## config.mk

```make
export PLATFORM = sky130hd
export DESIGN_NAME = duokeyin
export DESIGN_NICKNAME = d
export VERILOG_FILES = /design/src/rtl/duokeyin.sv
export SDC_FILE = /design/constraint.sdc
export NUM_CORES = 1
export LEC_CHECK = 0
export CORE_MARGIN = 4
export CORE_UTILIZATION = 46
export CTS_BUF_LIST = sky130_fd_sc_hd__clkbuf_4
export DETAILED_ROUTE_END_ITERATION = 8
export HOLD_SLACK_MARGIN = 0.1
export SLEW_MARGIN = 20
export SYNTH_ARGS = -nofsm -noshare
export SYNTH_HDL_FRONTEND = slang
export SYNTH_SLANG_ARGS = --single-unit
```

## constraint.sdc

```tcl
create_clock -name csi_clk -period 2.2 [get_ports csi_clk]
set_input_delay 0.44 -clock csi_clk [delete_from_list [all_inputs] [get_ports csi_clk]]
set_output_delay 0.44 -clock csi_clk [all_outputs]
set_load 0.02 [all_outputs]
```

## src/rtl/duokeyin.sv

```systemverilog
// Avalon-MM key input slave: synchronises, debounces and edge-captures active-low pins.
// Read latency 1, no wait states (never backpressures); irq is a registered |(EDGE & MASK).
module duokeyin #(
  parameter int WIDTH           = 8,
  parameter int DEBOUNCE_CYCLES = 50000
) (
  input  logic             csi_clk,
  input  logic             csi_reset_n,
  input  logic [1:0]       avs_s1_address,
  input  logic             avs_s1_read,
  input  logic             avs_s1_write,
  input  logic [15:0]      avs_s1_writedata,
  input  logic [1:0]       avs_s1_byteenable,
  output logic [15:0]      avs_s1_readdata,
  input  logic [WIDTH-1:0] coe_keys,
  output logic             ins_irq
);

  localparam int            CW       = $clog2(DEBOUNCE_CYCLES + 1);
  localparam logic [CW-1:0] CNT_LAST = CW'(DEBOUNCE_CYCLES - 1);

  localparam logic [1:0] REG_DATA   = 2'd0;
  localparam logic [1:0] REG_EDGE   = 2'd1;
  localparam logic [1:0] REG_MASK   = 2'd2;
  localparam logic [1:0] REG_CONFIG = 2'd3;

  logic [WIDTH-1:0] sync1, sync2;
  logic [WIDTH-1:0] level;
  logic [WIDTH-1:0] stable, stable_nxt;
  logic [CW-1:0]    cnt_q   [WIDTH];
  logic [CW-1:0]    cnt_nxt [WIDTH];
  logic [WIDTH-1:0] edge_q, mask_q;
  logic [1:0]       cfg_q;
  logic [WIDTH-1:0] edge_set, edge_clr;
  logic [15:0]      be_bits;
  logic [WIDTH-1:0] be_w, wr_bits;
  logic [15:0]      rd_mux;
  logic             wr_edge, wr_mask, wr_cfg;

  // Per-bit debounce: any sample matching the stable level restarts the count.
  always_comb begin
    level = ~sync2;
    stable_nxt = stable;
    for (int i = 0; i < WIDTH; i++) begin
      cnt_nxt[i] = '0;
      if (level[i] != stable[i]) begin
        if (cnt_q[i] == CNT_LAST) begin
          stable_nxt[i] = level[i];
        end else begin
          cnt_nxt[i] = cnt_q[i] + CW'(1);
        end
      end
    end
  end

  always_comb begin
    be_bits  = {{8{avs_s1_byteenable[1]}}, {8{avs_s1_byteenable[0]}}};
    be_w     = WIDTH'(be_bits);
    wr_bits  = WIDTH'(avs_s1_writedata & be_bits);
    wr_edge  = avs_s1_write && (avs_s1_address == REG_EDGE);
    wr_mask  = avs_s1_write && (avs_s1_address == REG_MASK);
    wr_cfg   = avs_s1_write && (avs_s1_address == REG_CONFIG) && avs_s1_byteenable[0];
    edge_set = (cfg_q[0] ? (stable_nxt & ~stable) : '0)
             | (cfg_q[1] ? (~stable_nxt & stable) : '0);
    edge_clr = wr_edge ? wr_bits : '0;
    rd_mux   = 16'h0000;
    case (avs_s1_address)
      REG_DATA: rd_mux = 16'(stable);
      REG_EDGE: rd_mux = 16'(edge_q);
      REG_MASK: rd_mux = 16'(mask_q);
      default:  rd_mux = {14'b0, cfg_q};
    endcase
  end

  always_ff @(posedge csi_clk or negedge csi_reset_n) begin
    if (!csi_reset_n) begin
      sync1           <= '1;
      sync2           <= '1;
      stable          <= '0;
      for (int i = 0; i < WIDTH; i++) cnt_q[i] <= '0;
      edge_q          <= '0;
      mask_q          <= '0;
      cfg_q           <= 2'b01;
      avs_s1_readdata <= 16'h0000;
      ins_irq         <= 1'b0;
    end else begin
      sync1  <= coe_keys;
      sync2  <= sync1;
      stable <= stable_nxt;
      for (int i = 0; i < WIDTH; i++) cnt_q[i] <= cnt_nxt[i];
      // A capture in the same cycle as a W1C clear survives.
      edge_q <= (edge_q & ~edge_clr) | edge_set;
      if (wr_mask) mask_q <= (mask_q & ~be_w) | wr_bits;
      if (wr_cfg) cfg_q <= avs_s1_writedata[1:0];
      ins_irq <= |(edge_q & mask_q);
      if (avs_s1_read) avs_s1_readdata <= rd_mux;
    end
  end

endmodule
```

==> summary.md, run 1 <==
| Metric | Value |
|---|---|
| Final Hold Vio Count | 0 |
| RePlAce Congestion | 0.821 |
| Critical-path cell list | clkdlybuf4s50_1 |
| Share of cells above drive strength 1 | 0.0985 |
| CTS tree | done |
| Critical Path RT | 1.76 ns |
| Register area share after synthesis | 0.535 |
| Synthesized cell area | 8410 um^2 |
| Rows | 49 |
| CTS Hold Buffers Added | 1 |
| CTS root buffer | clkbuf_4 |
| CTS Sinks | 179 |
| Max-cap viol count | 0 |
| Period utilization | 0.931 |
| Synth unique cells | 50 |
| CTS clk-pin slew, worst paths | ~0.14 ns |
| Crit path max fanout | 2 |
| Clock Path Buffers | 2 |
| HPWL after detailed placement | 11500 um |
| Clk_lat worst skew | 0.55 ns |
| Post-CTS setup buffer count | 0 |
| Iter 0 DRT Violations | roughly 270 |
| VDD IR max | between 300 and 400 uV |
| Yosys reg bits | around 180 |
| Slew Limit Headroom | 0.628 |
| Hold endpoint | sync1[0]$_DFF_PN1_ |
| Routed WL | around 16000 um |
| Initial Utilization | 0.468 |
| Setup tns final | 0 ns |
| Port bufs | 31 |
| Actual slew at the worst max-slew pin | around 0.56 ns |
| Core Area | ~18000 um^2 |
| Worst setup EP type | output port |
| Drt first pass iters | 5 |
| WP data arrival | 1.61 ns |
| Predominant post-synthesis flop cell | dfrtp_1 |
| Cells on worst reg2reg path | 5 |
| CP max-delay cell | clkdlybuf4s50_1 |
| GRT Resource Usage Total | 0.171 |
| Final min period | 2.05 ns |
| Mapped Cells | 820 |
| Commonest non-fill, non-tap cell in the layout | dfrtp_1 |
| Main combinational cell family by area after synthesis | simple AND/OR/NAND/NOR gates |
| Fmax | 0.488 GHz |
| XOR/XNOR share of the synthesized area | 0.120 |
| Worst hold path type | primary input to register |
| Min-Delay Path Depth | 1 |
| Final setup vio count | 0 |
| Simple-gate portion of the synthesized area | 0.240 |
| Die Width | 143 um |
| Post-Synth Adder-Cell Area | 0.0119 |
| Crit Path Category | register to output port |
| Worst reg-to-reg setup slack | 0.19 ns |
| CP delay by family, top | buffers and inverters |
| Worst Setup Slack, final | 0.153 ns |
| Pins Over Slew Limit | 0 |
| Die Y | around 140 um |
| R2r endpoint | cnt_q[58]$_DFF_PN0_ |
| Worst reg2reg startpoint | cnt_q[48]$_DFF_PN0_ |
| Syn avg cell area | 10.3 um^2 |
| Post-synthesis mux area share | 0.0286 |
| YS warnings | 0 |
| Initial antenna violation count | 1 |
| Final Cell Area | 9330 um^2 |
| RSZ-0062 raised after global routing | false |
| Number of remaining DRC errors | 0 |
| I/O pin count | 49 |
| Placed inst area | 9020 um^2 |
| Global route overflow | 0 |
| Critical Path Start Type | register |
| Slowest stage delay, CP | 0.64 ns |
| Place WS | 0.141 ns |
| First-pass GRT wire length | 28400 um |
| Via count | slightly below 6000 |
| Net count reported at finish | 910 |
| Post-CTS sizing | 0 |
| Leak | 3.65 nW |
| Compound-cell area share of the yosys netlist | 0.0362 |
| WL/cell | 14.6 um |
| Worst Path Buf+Inv | 1 |
| Area Overhead vs Synth | 10.9% |
| Post-synth EDFFs | 0 |
| Min-delay src | coe_keys[0] |
| Async S/R FF share, synth | 1.00 |
| Pwr Density | 650 nW/um^2 |
| Die area | 20500 um^2 |
| CTS H-tree lvls | 4 |
| Vias in the first global route | 5991 |
| Largest net degree at the start of global routing | 60 |
| Vias per cell | roughly 5.3 |
| Pwr Total | 6.06 mW |
| ANT nets after route | 0 |
| Clock Skews | 0.0148 ns |
| CTS Buf Count | 17 |
| Status | completed |
| Most frequent cells in the layout | dfrtp_1, nor2_1, xnor2_1, nand2_1, nand3_1 |
## synth_stat cells, drive strengths merged, types with 7 or more instances
| master | n | area (um^2) |
|---|---|---|
| nor3 | 26 | 130 |
| mux2 | 12 | 135 |
| nand3 | 43 | 215 |
| buf | 16 | 125 |
| a21oi | 15 | 75.1 |
| nor2 | 156 | 586 |
| dfrtp | 162 | 4050 |
| ha | 8 | 100 |
| nand2 | 52 | 203 |
| xnor2 | 100 | 876 |
| nor3b | 7 | 52.6 |
| nor4 | 35 | 219 |
| or3 | 7 | 43.8 |
| o21ai | 21 | 131 |
| xor2 | 15 | 131 |
| inv | 23 | 86.3 |
| nand4 | 36 | 225 |
| dfstp | 17 | 447 |
| or4 | 8 | 71.3 |
## sequential cells by signal, summed over array words and instances (netlist names), named ones only
register,count
cfg_q,2
edge_q,8
ins_irq,1
sync2,8
avs_s1_readdata,8
stable,8
sync1,8
cnt_q,128
## power by group
part	internal (mW)	switching, mW	leakage [nW]	total, mW
combinational	0.254	0.282	1.11	0.535
sequential	3.45	0.158	2.38	3.61
clock	0.799	1.12	0.162	1.92
## metal layers
metal / track usage / up-vias / part of all wire
met5: 0 / - / 0
met4: 0.0505 / 0 / 0.0075
met3: 0.0435 / 10 / 0.035
met2: 0.281 / 69 / 0.48
met1: 0.227 / 2902 / 0.47
li1: - / 2932 / -
## cell type report
type                            instances  area (um^2)
Fill cell                            1621         8640
Sequential cell                       179         4500
Multi-Input combinational cell        603         3700
Timing Repair Buffer                   46          452
Tap cell                              229          287
Clock inverter                         14          160
Clock buffer                           18          135
Inverter                               23         86.3
Antenna cell                            2         5.00
## cells by family (layout without fill, tap and decap cells)
group,Yosys count,after routing
AO/OA/AOI/OAI,50,50
XOR/XNOR,115,115
adder cells (fa/ha/maj),8,8
buffers and inverters,45,101
flip-flops,179,179
multiplexers,20,20
other,1,10
AND/OR/NAND/NOR,402,402
## worst max-delay path by stage
stage / cells past startpoint / start / end / slack (ns)
2_1_floorplan: 5 / cnt_q[74]$_DFF_PN0_ / cnt_q[73]$_DFF_PN0_ / 0.33
3_3_place_gp: 3 / avs_s1_address[0] / avs_s1_readdata[1]$_DFFE_PN0P_ / 0.17
3_5_place_dp: 5 / avs_s1_address[0] / edge_q[5]$_DFF_PN0_ / 0.14
4_1_cts: 1 / avs_s1_readdata[2]$_DFFE_PN0P_ / avs_s1_readdata[2] / 0.1
5_1_grt: 5 / cnt_q[48]$_DFF_PN0_ / cnt_q[52]$_DFF_PN0_ / 0.007
6_report: 1 / avs_s1_readdata[6]$_DFFE_PN0P_ / avs_s1_readdata[6] / 0.15
## stage by stage
step | instances | utilization | hold slack [ns]
after global routing | 1114 | 0.519 | 0.184
after global placement | 1079 | 0.502 | 0.346
after detailed placement | 1079 | 0.502 | 0.347
after CTS | 1112 | 0.519 | 0.210
final | 1114 | 0.519 | 0.277
after floorplan | 827 | - | 0.144
Note: power is estimated with default switching activity, not from simulation.
==> inputs of run 2 (changes only) <==
CORE_ASPECT_RATIO = 1.4   (was unset)
==> run 2 against run 1 <==
Non-clock buffer count grew 1. Setup slack better by 0.050 ns. Worst hold slack improved by 0.0080 ns. Global-route usage decreased by 0.071 points. Register-to-register slack better by 0.04 ns. Total power is 0.93% lower. Combinational power grew 1%. First-iteration DRC count rose by 41%. Fmax is 2.5% higher. Final cell count rose by 0.90%. Sequential share of layout area is 0.052 points lower. Critical path type unchanged. Largest power group unchanged.
==> summary.md, run 2 (same netlist as run 1, synthesis figures left out) <==
| Metric | Value |
|---|---|
| Die area | 20500 um^2 (+0.15%) |
| Final Hold Vio Count | 0 (unchanged) |
| Vias per cell | 5.33 (+0.43%) |
| First-pass GRT wire length | 28500 um (+0.49%) |
| Final min period | 2.00 ns (-0.0501 ns) |
| Fmax | 0.501 GHz (+2.5%) |
| P_int | 4.52 mW (+0.32%) |
| Initial antenna violation count | 1 (unchanged) |
| Final Cell Area | 9340 um^2 (+0.11%) |
| Die Width | 122 um (-15%) |
| Net Sw Frac | 0.247 (-0.00939) |
| Fillcell total | 1688 (+4.1%) |
| CTS clk-pin slew, worst paths | 0.14 ns (about the same) |
| Worst hold path type | primary input to register |
| Slowest stage delay, CP | 0.62 ns (-0.02 ns) |
| CP max-delay cell | clkdlybuf4s50_1 |
| Crit path max fanout | 2 (unchanged) |
| Net count reported at finish | 911 (+0.11%) |
| Share of cells above drive strength 1 | 0.0974 (-0.00113) |
| RePlAce Congestion | 0.834 (+1.6%) |
| Register share of total power | 0.599 (+0.003) |
| Most frequent cells in the layout | dfrtp_1, nor2_1, xnor2_1, nand2_1, nand3_1 |
| Combinational share of power | 0.090 (+0.002) |
| Number of remaining DRC errors | 0 (unchanged) |
| Clk_lat worst skew | 0.54 ns (about the same) |
| Global route overflow | 0 (unchanged) |
| Routed WL | 16500 um (+1.1%) |
| ANT nets after route | 0 (unchanged) |
| Area Overhead vs Synth | 11.0% |
| CTS Sinks | 179 (unchanged) |
| CTS H-tree lvls | 4 (unchanged) |
| Crit Path Category | register to output port |
| CP startpoint | avs_s1_readdata[2]$_DFFE_PN0P_ |
| Max FFs per register | 128 (unchanged) |
| GRT met1 Usage | 0.210 (-0.0161) |
| Pins Over Slew Limit | 0 (unchanged) |
| Core Area | 18000 um^2 (+0.19%) |
| Worst Path Buf+Inv | 1 (unchanged) |
| Max-cap viol count | 0 (unchanged) |
| Period utilization | 0.908 (-0.0228) |
| Commonest non-fill, non-tap cell in the layout | dfrtp_1 |
| Critical-path cell list | clkdlybuf4s50_1 |
| Largest net degree at the start of global routing | 51 (-15%) |
| Vias in the first global route | 5952 (-0.65%) |
| Port bufs | 31 (unchanged) |
| Clock share of power | 0.310 (-0.006) |
| GRT Resource Usage Total | 0.171 (-0.000708) |
| Min-delay src | coe_keys[0] |
| CTS tree | done |
| Iter 0 DRT Violations | 384 (+41%) |
| I/O pin count | 49 (unchanged) |
| Status | completed |
| Most flops, register | cnt_q |
| Met2 Resource Use GR | 0.295 (+0.0147) |
| Initial Utilization | 0.467 (-0.000879) |
| Critical Path Start Type | register |
| CP delay by family, top | buffers and inverters |
| Critical Path RT | 1.76 ns (about the same) |
| HPWL after detailed placement | 11700 um (+2.1%) |
| Leak | 3.65 nW (about the same) |
| Rows | 58 (+18%) |
| WL/cell | 14.7 um (+0.16%) |
| Via count | 5992 (+1.3%) |
| Clock Skews | 0.0187 ns (+0.00391 ns) |
| Pwr Density | 644 nW/um^2 (-1.0%) |
| Die Y | 168 um (+17%) |
| CTS root buffer | clkbuf_4 |
| Clock Path Buffers | 2 (unchanged) |
| Most Crowded Layer GR | met2 |
| Placed inst area | 9040 um^2 (+0.24%) |
| Met3 Use GR | 0.0420 (-0.00153) |
| Drt first pass iters | 6 (+1) |
| Worst setup EP type | output port |
| Setup tns final | 0 ns (unchanged) |
| Final setup vio count | 0 (unchanged) |
| WP data arrival | 1.56 ns (-0.05 ns) |
| RSZ-0062 raised after global routing | false |
| Sw power | 1.49 mW (-4.5%) |
| CTS Buf Count | 17 (unchanged) |
| Worst reg2reg startpoint | cnt_q[48]$_DFF_PN0_ |
| VDD IR max | 302 uV (-24%) |
| Worst reg-to-reg setup slack | 0.23 ns (+0.04 ns) |
## run 2: per-stage QoR
step                hold slack (ns)  power (mW)  std cells  utilization  setup WS (ns)
global route                  0.212        6.34       1124        0.519         0.0256
global placement              0.346        4.19       1091        0.502          0.138
detailed placement            0.347        4.22       1091        0.502          0.143
finish                        0.285        6.01       1124        0.519          0.203
floorplan                     0.144        3.93        827            -          0.327
CTS                           0.214        6.13       1123        0.519          0.116
## run 2: final timing paths
path                                         to  cells past startpoint
min                          sync1[0]$_DFF_PN1_                      1
max in group asynchronous  cnt_q[125]$_DFF_PN0_                      4
min in group asynchronous   cnt_q[44]$_DFF_PN0_                      2
max                          avs_s1_readdata[2]                      1
max reg2reg                 cnt_q[61]$_DFF_PN0_                      5
min reg2reg                  sync2[4]$_DFF_PN1_                      0
## run 2: metal layers
layer / up-vias / routed length [um]
met3: 8 / 684
met5: - / 0
li1: 2934 / -
met2: 83 / 8630
met1: 2967 / 7030
met4: 0 / 133
## run 2: timing repair
action | in CTS | in global routing
hold buffers | 1 | 0
setup endpoints to repair | 0 | 0
hold endpoints to repair | 37 | 0
buffers inserted | 0 | 0
gates resized for setup | 0 | 0
## run 2: area by class of cell
type / instances / area [um^2] / share of cell area
clock inverters: 11 / 136 / 0.0146
inverters: 23 / 86.3 / 0.00925
well taps: 240 / 300 / 0.0322
flip-flops and latches: 179 / 4500 / 0.482
repair buffers: 47 / 459 / 0.0492
multi-input cells: 603 / 3700 / 0.396
clock buffers: 20 / 150 / 0.0161
diodes: 1 / 2.50 / 0.000268
## run 2: power groups by stage
stage                     clock network, mW  logic (mW)  registers [mW]
final                                  1.86       0.543            3.60
after global routing                   2.10       0.606            3.63
after CTS                              1.97       0.556            3.60
after detailed placement                  0       0.552            3.66
after global placement                    0       0.536            3.66
after floorplan                           0       0.283            3.65
